===== src/rtl/arm7tdmi_tap_ctrl.sv =====
// ARM7TDMI JTAG TAP controller: 1149.1 state machine, IR, SCAN_N, BYPASS and optional IDCODE.
// Define ARM_TAP_IDCODE_EN to include the IDCODE register and make IDCODE the reset instruction.
module arm7tdmi_tap_ctrl #(
   parameter logic [31:0] IDCODE_VALUE = 32'h3F0F0F0F,
   parameter int          SCAN_N_WIDTH = 4
) (
   input  logic                    tck,
   input  logic                    trst_n,
   input  logic                    tms,
   input  logic                    tdi,
   output logic                    tdo,
   output logic                    tdo_en,
   input  logic                    chain_tdo,
   output logic                    capture_dr,
   output logic                    shift_dr,
   output logic                    update_dr,
   output logic                    capture_ir,
   output logic                    shift_ir,
   output logic                    update_ir,
   output logic                    tlr_state,
   output logic                    rti_state,
   output logic                    scan_n_update,
   output logic [SCAN_N_WIDTH-1:0] scan_chain_id,
   output logic                    chain_access,
   output logic                    restart_req,
   output logic [3:0]              ir_value
);

   localparam logic [3:0] ST_EX2DR = 4'h0;
   localparam logic [3:0] ST_EX1DR = 4'h1;
   localparam logic [3:0] ST_SHDR  = 4'h2;
   localparam logic [3:0] ST_PADR  = 4'h3;
   localparam logic [3:0] ST_SELIR = 4'h4;
   localparam logic [3:0] ST_UPDR  = 4'h5;
   localparam logic [3:0] ST_CAPDR = 4'h6;
   localparam logic [3:0] ST_SELDR = 4'h7;
   localparam logic [3:0] ST_EX2IR = 4'h8;
   localparam logic [3:0] ST_EX1IR = 4'h9;
   localparam logic [3:0] ST_SHIR  = 4'hA;
   localparam logic [3:0] ST_PAIR  = 4'hB;
   localparam logic [3:0] ST_RTI   = 4'hC;
   localparam logic [3:0] ST_UPIR  = 4'hD;
   localparam logic [3:0] ST_CAPIR = 4'hE;
   localparam logic [3:0] ST_TLR   = 4'hF;

   localparam logic [3:0] IR_EXTEST  = 4'b0000;
   localparam logic [3:0] IR_SCAN_N  = 4'b0010;
   localparam logic [3:0] IR_SAMPLE  = 4'b0011;
   localparam logic [3:0] IR_RESTART = 4'b0100;
   localparam logic [3:0] IR_INTEST  = 4'b1100;
   localparam logic [3:0] IR_IDCODE  = 4'b1110;
   localparam logic [3:0] IR_BYPASS  = 4'b1111;
`ifdef ARM_TAP_IDCODE_EN
   localparam logic [3:0] IR_RESET   = IR_IDCODE;
`else
   localparam logic [3:0] IR_RESET   = IR_BYPASS;
`endif

   localparam logic [SCAN_N_WIDTH-1:0] SCAN_N_CAPTURE = {1'b1, {(SCAN_N_WIDTH-1){1'b0}}};

   logic [3:0]              state_reg, state_next;
   logic [3:0]              ir_shift_reg, ir_value_reg;
   logic [SCAN_N_WIDTH-1:0] scan_n_shift_reg, scan_chain_id_reg;
   logic                    bypass_reg;
   logic                    upd_prev_reg;
   logic                    tdo_reg, tdo_en_reg;
   logic                    sel_scan_n, sel_idcode, sel_restart;
   logic                    serial_out;

   always_comb begin
      state_next = state_reg;
      case (state_reg)
         ST_TLR:   state_next = tms ? ST_TLR   : ST_RTI;
         ST_RTI:   state_next = tms ? ST_SELDR : ST_RTI;
         ST_SELDR: state_next = tms ? ST_SELIR : ST_CAPDR;
         ST_CAPDR: state_next = tms ? ST_EX1DR : ST_SHDR;
         ST_SHDR:  state_next = tms ? ST_EX1DR : ST_SHDR;
         ST_EX1DR: state_next = tms ? ST_UPDR  : ST_PADR;
         ST_PADR:  state_next = tms ? ST_EX2DR : ST_PADR;
         ST_EX2DR: state_next = tms ? ST_UPDR  : ST_SHDR;
         ST_UPDR:  state_next = tms ? ST_SELDR : ST_RTI;
         ST_SELIR: state_next = tms ? ST_TLR   : ST_CAPIR;
         ST_CAPIR: state_next = tms ? ST_EX1IR : ST_SHIR;
         ST_SHIR:  state_next = tms ? ST_EX1IR : ST_SHIR;
         ST_EX1IR: state_next = tms ? ST_UPIR  : ST_PAIR;
         ST_PAIR:  state_next = tms ? ST_EX2IR : ST_PAIR;
         ST_EX2IR: state_next = tms ? ST_UPIR  : ST_SHIR;
         ST_UPIR:  state_next = tms ? ST_SELDR : ST_RTI;
         default:  state_next = ST_TLR;
      endcase
   end

   always_ff @(posedge tck or negedge trst_n) begin
      if (!trst_n) state_reg <= ST_TLR;
      else         state_reg <= state_next;
   end

   assign tlr_state  = (state_reg == ST_TLR);
   assign rti_state  = (state_reg == ST_RTI);
   assign capture_dr = (state_reg == ST_CAPDR);
   assign shift_dr   = (state_reg == ST_SHDR);
   assign update_dr  = (state_reg == ST_UPDR);
   assign capture_ir = (state_reg == ST_CAPIR);
   assign shift_ir   = (state_reg == ST_SHIR);
   assign update_ir  = (state_reg == ST_UPIR);

   always_ff @(posedge tck or negedge trst_n) begin
      if (!trst_n) begin
         ir_shift_reg <= 4'b0001;
         ir_value_reg <= IR_RESET;
      end else begin
         if (tlr_state)      ir_value_reg <= IR_RESET;
         else if (update_ir) ir_value_reg <= ir_shift_reg;
         if (capture_ir)     ir_shift_reg <= 4'b0001;
         else if (shift_ir)  ir_shift_reg <= {tdi, ir_shift_reg[3:1]};
      end
   end

   // Unlisted opcodes (and IDCODE when the register is absent) fall through to BYPASS.
   assign sel_scan_n   = (ir_value_reg == IR_SCAN_N);
   assign sel_restart  = (ir_value_reg == IR_RESTART);
   assign chain_access = (ir_value_reg == IR_EXTEST) || (ir_value_reg == IR_SAMPLE) ||
                         (ir_value_reg == IR_INTEST);
`ifdef ARM_TAP_IDCODE_EN
   assign sel_idcode   = (ir_value_reg == IR_IDCODE);
`else
   assign sel_idcode   = 1'b0;
`endif

   always_ff @(posedge tck or negedge trst_n) begin
      if (!trst_n) begin
         scan_n_shift_reg  <= SCAN_N_CAPTURE;
         scan_chain_id_reg <= '0;
         bypass_reg        <= 1'b0;
         upd_prev_reg      <= 1'b0;
      end else begin
         if (capture_dr && sel_scan_n)    scan_n_shift_reg <= SCAN_N_CAPTURE;
         else if (shift_dr && sel_scan_n) scan_n_shift_reg <= {tdi, scan_n_shift_reg[SCAN_N_WIDTH-1:1]};
         if (update_dr && sel_scan_n)     scan_chain_id_reg <= scan_n_shift_reg;
         if (capture_dr)    bypass_reg <= 1'b0;
         else if (shift_dr) bypass_reg <= tdi;
         upd_prev_reg <= update_ir || update_dr;
      end
   end

`ifdef ARM_TAP_IDCODE_EN
   logic [31:0] idcode_reg;

   always_ff @(posedge tck or negedge trst_n) begin
      if (!trst_n)                     idcode_reg <= IDCODE_VALUE;
      else if (capture_dr && sel_idcode) idcode_reg <= IDCODE_VALUE;
      else if (shift_dr && sel_idcode)   idcode_reg <= {tdi, idcode_reg[31:1]};
   end
`endif

   always_comb begin
      serial_out = bypass_reg;
      if (shift_ir)          serial_out = ir_shift_reg[0];
      else if (chain_access) serial_out = chain_tdo;
      else if (sel_scan_n)   serial_out = scan_n_shift_reg[0];
`ifdef ARM_TAP_IDCODE_EN
      else if (sel_idcode)   serial_out = idcode_reg[0];
`endif
   end

   // Falling-edge launch gives the receiver a full half-cycle of setup before the next posedge.
   always_ff @(negedge tck or negedge trst_n) begin
      if (!trst_n) begin
         tdo_reg    <= 1'b0;
         tdo_en_reg <= 1'b0;
      end else if (shift_ir || shift_dr) begin
         tdo_reg    <= serial_out;
         tdo_en_reg <= 1'b1;
      end else begin
         tdo_en_reg <= 1'b0;
      end
   end

   assign tdo           = tdo_reg;
   assign tdo_en        = tdo_en_reg;
   assign ir_value      = ir_value_reg;
   assign scan_chain_id = scan_chain_id_reg;
   assign scan_n_update = update_dr && sel_scan_n;
   assign restart_req   = rti_state && upd_prev_reg && sel_restart;

endmodule


===== config.mk =====
export PLATFORM = sky130hd
export DESIGN_NAME = arm7tdmi_tap_ctrl
export DESIGN_NICKNAME = d
export VERILOG_FILES = /design/src/rtl/arm7tdmi_tap_ctrl.sv
export SDC_FILE = /design/constraint.sdc
export NUM_CORES = 1
export LEC_CHECK = 0
export BUFFER_PORTS_ARGS = -buffer_cell sky130_fd_sc_hd__buf_2
export CAP_MARGIN = 20
export CORE_MARGIN = 2
export CORE_UTILIZATION = 45
export CTS_CLUSTER_SIZE = 25
export DETAILED_ROUTE_END_ITERATION = 8
export PLACE_DENSITY = 0.68
export SLEW_MARGIN = 20
export SYNTH_ARGS = -nofsm -noshare
export SYNTH_HDL_FRONTEND = slang
export SYNTH_SLANG_ARGS = --single-unit

===== constraint.sdc =====
create_clock -name tck -period 2.1 [get_ports tck]
set_clock_uncertainty 0.1 [all_clocks]
set_input_delay 0.63 -clock tck [delete_from_list [all_inputs] [get_ports tck]]
set_output_delay 0.63 -clock tck [all_outputs]
set_load 0.02 [all_outputs]

======== Word level (Yosys, flattened, before mapping) ========
Cells that the tools add are included.
word-level totals
  output and inout port bits .............. 21
  register bits ........................... 24
  input port bits ......................... 5
  logic and storage cells ................. 71
cells by class
  reductions and logical operators ........ 18
  muxes and demuxes ....................... 25
  equal/unequal tests ..................... 19
operator list
  cell                  number
  $pmux W4 S12          1
  $eq A4 B4 Y1 const B  9
  $mux W4               7
  $eq A4 B3 Y1 const B  5
  $eq A4 B2 Y1 const B  4
  $mux W2               6
  $mux W3               4
  $logic_not A4 Y1      2
  $reduce_bool A2 Y1    4
  $mux W1               7
  $logic_and A1 B1 Y1   5
  $eq A4 B1 Y1 const B  1
  $logic_or A1 B1 Y1    4
  $reduce_or A2 Y1      2
  $reduce_or A3 Y1      1

======== Longest topological paths before layout ========
  depth after elaboration ................. 5
  depth in mapped cells ................... 5
  mapped depth without buffers ............ 4

==> summary.txt <==
Final WL -> 3.54 mm
Largest area contributor in the synthesized netlist -> dfrtp_1
Largest net degree at the start of global routing -> 14
Leading cell types by total area after synthesis -> dfrtp_1 26%, dfstp_2 23%, mux2_2 7.7%, nand2_1 5.8%, nor2_1 4.8%
Total routing usage reported by global routing -> 0.251
Family with the most delay on the worst path -> flip-flops
Type of the most critical hold path -> in -> async
Layout filler cell count -> 154
DRC viols -> 0
PwrDens -> 1570 nW/µm²
Final WS setup -> -0.554 ns
Leading cell types by count after synthesis -> 18 x nand2_1, 15 x nor2_1, 12 x dfrtp_1, 10 x dfstp_2, 10 x o21ai_0
Worst path required time -> 1.37 ns
Core box area -> 2450 µm²
Post-Syn Nets -> 126
Drt via density -> 5.30
Total design power -> 3.07 mW
Grt total ovfl -> 0
CP arrival -> 1.92 ns
Antenna cells -> 0
Cell Area, Synth -> 1160 µm²
Main combinational cell family by area after synthesis -> simple AND/OR/NAND/NOR gates
Iteration count of the initial detailed-routing pass -> 4
Sequential share of power -> 0.285
Total internal power -> 1.78 mW
Synth Area in Compound Gates -> 0.110
Worst hold slack -> 0.170 ns
TritonCTS clock tree -> done
Cell breakdown of the critical path -> buf_6
Num CTS Buffers -> 3
Clock transition at the register clock pins on the worst setup and hold paths after CTS -> 0.14 ns
Clk network pwr share -> 0.079
Clock root buffer -> clkbuf_4
Initial core utilization -> 0.474
Basic-gate share of the synthesized area counting and, or, nand and nor cells -> 0.218
Prevailing post-synth register cell -> dfrtp_1
Critical Path Sink Type -> output pin
Hold buffers post-CTS -> 0
Number of H-tree levels -> 1
Proportion of netlist area held by the largest area contributor -> 0.258
Synthesized-area fraction occupied by adder cells -> 0
Horizontal extent of the die -> 54.9 µm
Final Setup Violations -> 14
Number of flops mapped to enable cells by yosys -> 0
Post-synthesis mux area share -> 0.103
Area of combinational cells with multiple inputs -> 667 µm²
Last weighted congestion value of the routability-driven placer -> 0.749
Type of the worst setup path -> reg -> out
Unrepaired setup endpoints after global routing -> yes
# port buffers -> 25
Number of antenna violations at the first check in global routing -> 0
DRC violation total after the first TritonRoute iteration -> 29
FFs w/ async S/R, synth -> 1.00
Placed insts -> 195
Part of the total power dissipated in combinational logic -> 0.636
Failing checks -> negative setup slack
Count of state elements after synthesis -> 24
Worst slew margin relative to its limit -> 0.819
Final max-slew violation count -> 0
Layout-stage area growth over the synthesis result -> 67.4%
Finished Layout Cells -> 216
DR vias -> 1,144
Combined flip-flop and latch cell area -> 613 µm²
Sw frac -> 0.418
Worst path buffer plus inverter count -> 1
Share of synthesized area occupied by flip-flops and latches -> 0.527
Reported max-cap violation count -> 0
Die Ht -> 54.9 µm
Peak supply drop -> 1050 µV
Most instantiated library cell after synthesis -> nand2_1
Status -> finished, violations left
Fraction of layout cells with a size suffix above 1 -> 0.591
Post-detail-place hpwl -> 2.06 mm
Synth Area in XOR/XNOR -> 0.00753
Number of core rows -> 18
Global-route wire length before repair -> 5.15 mm
Final Util -> 0.794
Slowest cell delay on critical path -> 0.44 ns
Die Footprint -> 3010 µm²
Net count, final -> 192
Cell count after synthesis -> 121
Average wire per cell in the routed design -> 16.4 µm
Syn_area_per_cell -> 9.62 µm²
Clock net sink count -> 24
Hold violation count in the final report -> 0
Top Ports -> 26
Cell variety after synth -> 29
Ys Warns -> 0
Worst path slowest cell -> dfrtn_1
Clock latency reported for the late side of the worst-skew pair -> 0.32 ns
Pleak -> 0.945 nW
Worst-case clock buffer depth -> 2
Element type at the critical path start -> flip-flop
Post-route antenna net violation count -> 0
Vias in the first global route -> 1,125
Switching power summed over all nets -> 1.28 mW
Transition time of the tightest slew-check pin -> 0.271 ns
CP Max Fanout -> 2
==> final cells by class <==
class,instances,share of cell area
clock buffers,4,0.0186
inverters,6,0.0116
multi-input cells,87,0.342
flip-flops and latches,24,0.315
well taps,30,0.0193
repair buffers,65,0.294
==> per-stage QoR <==
| step | setup TNS [ns] | setup WS (ns) | area, µm² |
|---|---|---|---|
| final | -2.83 | -0.554 | 1950 |
| after global routing | -3.69 | -0.595 | 1950 |
| after CTS | -2.34 | -0.559 | 1880 |
| after detailed placement | -0.774 | -0.291 | 1540 |
| after global placement | -0.653 | -0.237 | 1540 |
| after floorplan | -0.935 | -0.381 | 1220 |
==> cells in the final DEF (no fill, tap or decap), types with 2 or more instances in the layout <==
| master | n |
|---|---|
| buf_4 | 26 |
| nand2b_1 | 3 |
| o21ai_0 | 10 |
| buf_2 | 12 |
| nor2b_1 | 2 |
| dfrtn_1 | 2 |
| nor2_4 | 6 |
| clkbuf_4 | 3 |
| buf_6 | 25 |
| nand2_2 | 3 |
| dfrtp_1 | 12 |
| inv_1 | 5 |
| o21a_1 | 2 |
| nand2b_4 | 4 |
| nand2_1 | 15 |
| nor3_4 | 3 |
| dfstp_2 | 10 |
| mux2i_1 | 3 |
| nor2_1 | 9 |
| a21oi_1 | 3 |
| mux2_2 | 8 |
| nand3_1 | 2 |
| nor2_2 | 2 |
| a31oi_1 | 2 |
==> cells by family (layout without fill, tap and decap cells) <==
group	after synthesis	after routing
compound gates	21	21
mux	11	11
simple gates	54	54
buf+inv	10	75
xor+xnor	1	1
flops	24	24
==> metal layers <==
layer  GRT usage  vias up  wire length (µm)
li1            -      536                 -
met1       0.281      559              1410
met2       0.462       37              1900
met3      0.0328       12               120
met4       0.121        0               112
met5           0        -                 0
==> power groups by stage <==
| stage | clock network, mW | registers [mW] | logic (mW) |
|---|---|---|---|
| 2_1_floorplan | 0 | 0.930 | 0.677 |
| 3_3_place_gp | 0 | 0.839 | 1.24 |
| 5_1_grt | 0.275 | 0.886 | 2.08 |
| 3_5_place_dp | 0 | 0.854 | 1.27 |
| 6_report | 0.242 | 0.873 | 1.95 |
| 4_1_cts | 0.243 | 0.857 | 1.79 |
==> worst paths after layout <==
path,start,end,slack [ns],cells after the start
worst max-delay path,tdo,tdo,-0.55,1
worst min-delay path,trst_n,scan_chain_id[0],0.17,2
worst max register to register,ir_value[3],tdo,-0.34,4
worst min register to register,scan_n_shift_reg[3],scan_n_shift_reg[3],0.40,2
max in group asynchronous,trst_n,tdo_en,0.83,1
min in group tck,scan_n_shift_reg[3],scan_n_shift_reg[3],0.40,2
==> timing repair <==
item	in CTS	in global routing
setup buffers	15	7
gates resized for setup	55	10
gates cloned	0	0
endpoints found under the hold margin	0	0
pin swaps	12	8
endpoints found under the setup margin	14	15
No activity file was read; power rests on OpenSTA's default activity.
